`src/rtl/mem_req_stage.sv`:
```
// EX-stage data-SRAM request issuer: encodes loads and stores into one SRAM transaction,
// raises address-error exceptions, and drops responses that belong to flushed requests.
module mem_req_stage #(
  parameter int MAX_OUTSTANDING = 2,
  parameter int CNT_W           = 2
) (
  input  logic             clk,
  input  logic             reset,
  input  logic             es_mem_valid,
  input  logic             es_mem_we,
  input  logic [6:0]       es_mem_op,
  input  logic [31:0]      es_addr,
  input  logic [31:0]      es_rt_value,
  input  logic             es_flush,
  output logic             es_mem_ready,
  output logic             es_adel,
  output logic             es_ades,
  output logic             data_sram_req,
  output logic             data_sram_wr,
  output logic [1:0]       data_sram_size,
  output logic [3:0]       data_sram_wstrb,
  output logic [31:0]      data_sram_addr,
  output logic [31:0]      data_sram_wdata,
  input  logic             data_sram_addr_ok,
  input  logic             data_sram_data_ok,
  input  logic [31:0]      data_sram_rdata,
  output logic             ms_data_ok,
  output logic [31:0]      ms_rdata,
  output logic             dbg_state,
  output logic [CNT_W-1:0] dbg_cnt_out,
  output logic [CNT_W-1:0] dbg_cnt_cancel
);

  // Handshakes: the EX instruction (es_mem_valid + fields) is held until es_mem_ready or es_flush;
  // data_sram_req and all request fields are held until data_sram_addr_ok; data_ok is one response.

  typedef enum logic {IDLE = 1'b0, REQ = 1'b1} state_e;

  localparam logic [CNT_W-1:0] CNT_ONE = CNT_W'(1);
  localparam logic [CNT_W-1:0] CNT_MAX = CNT_W'(MAX_OUTSTANDING);

  state_e           state_q, state_d;
  logic             cancel_q, cancel_d;
  logic [CNT_W-1:0] cnt_out_q, cnt_out_d;
  logic [CNT_W-1:0] cnt_cancel_q, cnt_cancel_d;
  logic             wr_q;
  logic [1:0]       size_q;
  logic [3:0]       wstrb_q;
  logic [31:0]      addr_q, wdata_q;

  logic        op_h, op_hu, op_b, op_bu, op_w, op_wr, op_wl;
  logic [1:0]  off;
  logic        adel_c, ades_c, exc_c;
  logic [1:0]  enc_size;
  logic [3:0]  enc_wstrb;
  logic [31:0] enc_addr, enc_wdata;
  logic        start, accept, cancel_now;

  assign {op_wl, op_wr, op_w, op_bu, op_b, op_hu, op_h} = es_mem_op;
  assign off = es_addr[1:0];

  assign adel_c = !es_mem_we && ((op_w && off != 2'd0) || ((op_h || op_hu) && off[0]));
  assign ades_c = es_mem_we && ((op_w && off != 2'd0) || (op_h && off[0]));
  assign exc_c  = adel_c || ades_c;

  always_comb begin
    enc_size  = 2'd2;
    enc_wstrb = 4'b0000;
    enc_wdata = 32'd0;
    enc_addr  = (op_wl || op_wr) ? {es_addr[31:2], 2'b00} : es_addr;
    if (op_b || op_bu) begin
      enc_size = 2'd0;
    end else if (op_h || op_hu) begin
      enc_size = 2'd1;
    end
    if (es_mem_we) begin
      if (op_b || op_bu) begin
        enc_wstrb = 4'b0001 << off;
        enc_wdata = {4{es_rt_value[7:0]}};
      end else if (op_h || op_hu) begin
        enc_wstrb = off[1] ? 4'b1100 : 4'b0011;
        enc_wdata = {2{es_rt_value[15:0]}};
      end else if (op_w) begin
        enc_wstrb = 4'b1111;
        enc_wdata = es_rt_value;
      end else if (op_wl) begin
        // Unaligned-left store: the register's upper bytes land in the low lanes.
        case (off)
          2'd0: begin enc_wstrb = 4'b0001; enc_wdata = {24'd0, es_rt_value[31:24]}; enc_size = 2'd0; end
          2'd1: begin enc_wstrb = 4'b0011; enc_wdata = {16'd0, es_rt_value[31:16]}; enc_size = 2'd1; end
          2'd2: begin enc_wstrb = 4'b0111; enc_wdata = {8'd0, es_rt_value[31:8]};   enc_size = 2'd2; end
          2'd3: begin enc_wstrb = 4'b1111; enc_wdata = es_rt_value;                 enc_size = 2'd2; end
        endcase
      end else if (op_wr) begin
        case (off)
          2'd0: begin enc_wstrb = 4'b1111; enc_wdata = es_rt_value;                 enc_size = 2'd2; end
          2'd1: begin enc_wstrb = 4'b1110; enc_wdata = {es_rt_value[23:0], 8'd0};   enc_size = 2'd2; end
          2'd2: begin enc_wstrb = 4'b1100; enc_wdata = {es_rt_value[15:0], 16'd0};  enc_size = 2'd1; end
          2'd3: begin enc_wstrb = 4'b1000; enc_wdata = {es_rt_value[7:0], 24'd0};   enc_size = 2'd0; end
        endcase
      end
    end
  end

  always_comb begin
    state_d      = state_q;
    cancel_d     = cancel_q;
    start        = 1'b0;
    es_mem_ready = 1'b0;
    es_adel      = 1'b0;
    es_ades      = 1'b0;
    case (state_q)
      IDLE: begin
        cancel_d = 1'b0;
        if (es_mem_valid && !es_flush) begin
          if (exc_c) begin
            es_mem_ready = 1'b1;
            es_adel      = adel_c;
            es_ades      = ades_c;
          end else if (cnt_out_q < CNT_MAX) begin
            start   = 1'b1;
            state_d = REQ;
          end
        end
      end
      REQ: begin
        if (data_sram_addr_ok) begin
          state_d      = IDLE;
          cancel_d     = 1'b0;
          es_mem_ready = !(cancel_q || es_flush);
        end else if (es_flush) begin
          cancel_d = 1'b1;
        end
      end
      default: state_d = IDLE;
    endcase
  end

  assign accept     = (state_q == REQ) && data_sram_addr_ok;
  assign cancel_now = accept && (cancel_q || es_flush);

  always_comb begin
    cnt_out_d = cnt_out_q;
    if (accept && !data_sram_data_ok) begin
      cnt_out_d = cnt_out_q + CNT_ONE;
    end else if (!accept && data_sram_data_ok) begin
      cnt_out_d = cnt_out_q - CNT_ONE;
    end
  end

  always_comb begin
    cnt_cancel_d = cnt_cancel_q;
    if (cancel_now && !(data_sram_data_ok && cnt_cancel_q != '0)) begin
      cnt_cancel_d = cnt_cancel_q + CNT_ONE;
    end else if (!cancel_now && data_sram_data_ok && cnt_cancel_q != '0) begin
      cnt_cancel_d = cnt_cancel_q - CNT_ONE;
    end
    // A flush orphans every transaction still in flight, including one accepted this cycle.
    if (es_flush) begin
      cnt_cancel_d = cnt_out_d;
    end
  end

  always_ff @(posedge clk or negedge reset) begin
    if (!reset) begin
      state_q      <= IDLE;
      cancel_q     <= 1'b0;
      cnt_out_q    <= '0;
      cnt_cancel_q <= '0;
      wr_q         <= 1'b0;
      size_q       <= 2'd0;
      wstrb_q      <= 4'd0;
      addr_q       <= 32'd0;
      wdata_q      <= 32'd0;
    end else begin
      state_q      <= state_d;
      cancel_q     <= cancel_d;
      cnt_out_q    <= cnt_out_d;
      cnt_cancel_q <= cnt_cancel_d;
      if (start) begin
        wr_q    <= es_mem_we;
        size_q  <= enc_size;
        wstrb_q <= enc_wstrb;
        addr_q  <= enc_addr;
        wdata_q <= enc_wdata;
      end
    end
  end

  assign data_sram_req   = (state_q == REQ);
  assign data_sram_wr    = wr_q;
  assign data_sram_size  = size_q;
  assign data_sram_wstrb = wstrb_q;
  assign data_sram_addr  = addr_q;
  assign data_sram_wdata = wdata_q;

  assign ms_data_ok = data_sram_data_ok && (cnt_cancel_q == '0);
  assign ms_rdata   = data_sram_rdata;

  assign dbg_state      = state_q;
  assign dbg_cnt_out    = cnt_out_q;
  assign dbg_cnt_cancel = cnt_cancel_q;

endmodule
```
`config.mk`:
```
export PLATFORM = sky130hd
export DESIGN_NAME = mem_req_stage
export DESIGN_NICKNAME = d
export VERILOG_FILES = /design/src/rtl/mem_req_stage.sv
export SDC_FILE = /design/constraint.sdc
export NUM_CORES = 1
export LEC_CHECK = 0
export CAP_MARGIN = 10
export CELL_PAD_IN_SITES_DETAIL_PLACEMENT = 1
export CELL_PAD_IN_SITES_GLOBAL_PLACEMENT = 1
export CORE_ASPECT_RATIO = 1.75
export CORE_MARGIN = 5
export CORE_UTILIZATION = 29
export DETAILED_ROUTE_END_ITERATION = 8
export PLACE_DENSITY_LB_ADDON = 0.08
export SLEW_MARGIN = 10
export SYNTH_ARGS = -nofsm -noshare
export SYNTH_HDL_FRONTEND = slang
export SYNTH_SLANG_ARGS = --single-unit
```
`constraint.sdc`:
```
create_clock -name clk -period 2.38 [get_ports clk]
set_clock_uncertainty 0.05 [all_clocks]
set_input_delay 0.714 -clock clk [delete_from_list [all_inputs] [get_ports clk]]
set_output_delay 0.714 -clock clk [all_outputs]
set_load 0.02 [all_outputs]
```
==> flow_metrics.env <==
export IMPL_drive_above_1_share_pct=22.1
export IMPL_cts_sinks=77
export IMPL_setup_tns_final_ps=-83.4
export IMPL_min_period_ps=2460
export IMPL_vias_per_cell=5.26
export IMPL_wl_per_cell_um=20.0
export IMPL_setup_viol=1
export IMPL_initial_core_util_pct=29.5
export IMPL_synth_simple_area_share_pct=21.0
export IMPL_wirelength_um=18500
export IMPL_slew_headroom_pct=61.3
export IMPL_overflow=0
export IMPL_seq_area_frac_synth_pct=42.7
export IMPL_drtIter0Drc=223
export IMPL_start_kind="input pin"
export IMPL_yosys_most_used_dff="dfrtp_1"
export IMPL_cts_buffer_depth=2
export IMPL_netlist_instances=526
export IMPL_synth_edf_count=0
export IMPL_hold_viol_final=0
export IMPL_die_h_um=175
export IMPL_rsz0062_at_grt="true"
export IMPL_synthMuxAreaShare_pct=3.99
export IMPL_fin_ws_ps=-83.4
export IMPL_crit_type="input pin to output pin"
export IMPL_fin_area_um2=7230
export IMPL_hp_class="input pin to async pin"
export IMPL_root_buffer="clkbuf_16"
export IMPL_n_fill_cell=1792
export IMPL_fin_hold_ws_ps=315
export IMPL_required_ps=1620
export IMPL_post_synth_instance_area_um2=4510
export IMPL_grt_pass1_wl_um=29500
export IMPL_layout_nets=844
export IMPL_dieArea_um2=18300
export IMPL_ios=223
export IMPL_cts_tree="yes"
export IMPL_fmax_ghz=0.406
export IMPL_worstPathArrival_ps=1700
export IMPL_clk_latency_ps=340
export IMPL_post_dp_cell_area_um2=6850
export IMPL_track_usage_pct=20.0
export IMPL_grt_pass1_vias=5382
export IMPL_vias=4865
export IMPL_reg2regPathDepth=6
export IMPL_synth_ff_latch_count=77
export IMPL_htreeDepth=3
export IMPL_fin_crit_sh_pct=104
export IMPL_syn_nets=636
export IMPL_cts_clk_slew_worst_paths_ps=70
export IMPL_ant_nets=0
export IMPL_violations="negative setup slack"
export IMPL_yosysUniqueCellTypes=42
export IMPL_area_growth_syn_to_layout_pct=60.3
export IMPL_status="finished, violations left"
export IMPL_die_width_um=104
export IMPL_finalMaxSlewViolations=0
export IMPL_drt_pass1_iterations=8
export IMPL_synth_async_sr_flop_share_pct=100
export IMPL_gp_congestion=0.851
export IMPL_syn_area_per_cell_um2=8.58
export IMPL_antenna_cells=0
export IMPL_cts_hold_buf=0
export IMPL_synth_xor_area_share_pct=0.776
export IMPL_crit_path_max_fanout=3
export IMPL_synth_top_family_by_area="compound AO/OA/AOI/OAI gates"
export IMPL_core_um2=15300
export IMPL_synth_compound_gate_area_share_pct=21.3
export IMPL_yosysWarnings=0
export IMPL_end_kind="output pin"
export IMPL_port_buffers=158
export IMPL_cts_made_buffers=9
export IMPL_maxCapViolCount=0
export IMPL_powerDensity_nw_per_um2=997
export IMPL_yosys_area_share_adder_pct=0
export IMPL_power_leakage_nw=3.25
export IMPL_fp_row_count=60
export IMPL_place_hpwl_um=14000
export IMPL_peakVddDrop_mv=0.356
export IMPL_worst_pin_slew_ps=581
export IMPL_antenna_found_initial=0
export IMPL_drc=0
export IMPL_grt_max_degree=42
[timing repair]
item	CTS	global route
endpoints found under the setup margin	73	21
resized for setup	58	11
pin swaps	8	3
buffers inserted	1	2
endpoints found under the hold margin	0	0
gates cloned	0	0
[cells by family after synthesis]
family | Yosys count
AO/OA/AOI/OAI | 130
buffers and inverters | 77
XOR/XNOR | 4
multiplexers | 8
flip-flops | 77
AND/OR/NAND/NOR | 230
[flip-flops by register name, indices dropped and copies added, names as in the netlist]
register,flops
data_sram_addr,32
data_sram_wdata,32
data_sram_wstrb,4
data_sram_size,2
dbg_cnt_cancel,2
dbg_cnt_out,2
cancel_q,1
data_sram_req,1
data_sram_wr,1
[through the flow]
stage               setup slack [ps]  power [mW]  std cells  utilization, %
floorplan                      -48.5        3.91        526               -
global placement                -930        5.72        906            44.7
detailed placement              -964        5.81        906            44.7
CTS                            -93.5        7.31        923            47.0
global route                    -122        7.64        925            47.2
finish                         -83.4        7.21        925            47.2
[synthesized netlist by cell type, drive strengths merged (6+ instances only)]
library cell,count,area [µm²]
nand2b,7,43.8
nand3,6,30.0
nor2,60,225
mux4,8,180
a21oi,22,110
o22ai,11,68.8
o21ai,20,100
a22oi,8,60.1
a221oi,9,78.8
buf,46,345
o2bb2ai,8,70.1
o32ai,8,70.1
nand2,138,518
dfrtp,77,1930
a22o,27,236
inv,12,45.0
a222oi,8,80.1
clkbuf,19,71.3
[cell type report]
class,count,area (µm²),share of cell area [%]
Timing Repair Buffer,262,2490,34.5
Sequential cell,77,1930,26.6
Clock inverter,7,86.3,1.19
Inverter,12,45.0,0.623
Clock buffer,9,225,3.11
Tap cell,186,233,3.22
Multi-Input combinational cell,372,2220,30.7
[final timing paths]
check                           slack (ps)              start                   to
worst max-delay path                   -80       es_mem_op[0]         es_mem_ready
worst min-delay path                   310              reset   data_sram_addr[22]
worst max register to register         660      data_sram_req  data_sram_wdata[10]
worst min register to register         430  data_sram_addr[6]    data_sram_addr[6]
max in group asynchronous             1380              reset    data_sram_addr[2]
min in group clk                       430  data_sram_addr[6]    data_sram_addr[6]
[metal layers]
layer | wire length, µm | track usage (%) | vias up
met3 | 1090 | 3.84 | 40
met1 | 7010 | 22.5 | 2380
met5 | 0 | 0 | -
li1 | - | - | 2241
met4 | 586 | 8.91 | 0
met2 | 9850 | 36.2 | 204
[worst max-delay path, stage by stage]
cell     delay (ps)
buf_8           100
o31ai_4         230
a21oi_2          90
and2_4          140
a311o_1         280
buf_6           140
[layout by cell type (no fill, tap or decap), types with 5 or more instances in the layout]
master,Yosys,final
a221oi_1,9,9
a222oi_1,8,8
o22ai_1,11,9
a21oi_1,22,20
buf_12,0,11
inv_1,12,11
nor2_1,60,58
nand2_1,138,137
nand2b_1,7,7
o32ai_1,8,8
o21ai_0,20,18
mux4_2,8,8
clkbuf_16,0,9
o2bb2ai_1,8,8
a22oi_1,8,8
clkdlybuf4s50_1,0,145
a22o_1,27,27
dfrtp_1,77,77
buf_4,34,92
buf_6,5,5
[report_power, final]
part	internal [mW]	leakage [nW]	switching (mW)	total [mW]
Sequential	1.92	0.979	0.392	2.31
Clock	0.839	0.151	0.624	1.46
Combinational	1.72	2.12	1.72	3.44
Total	4.47	3.25	2.74	7.21
No activity file was read; power rests on OpenSTA's default activity.
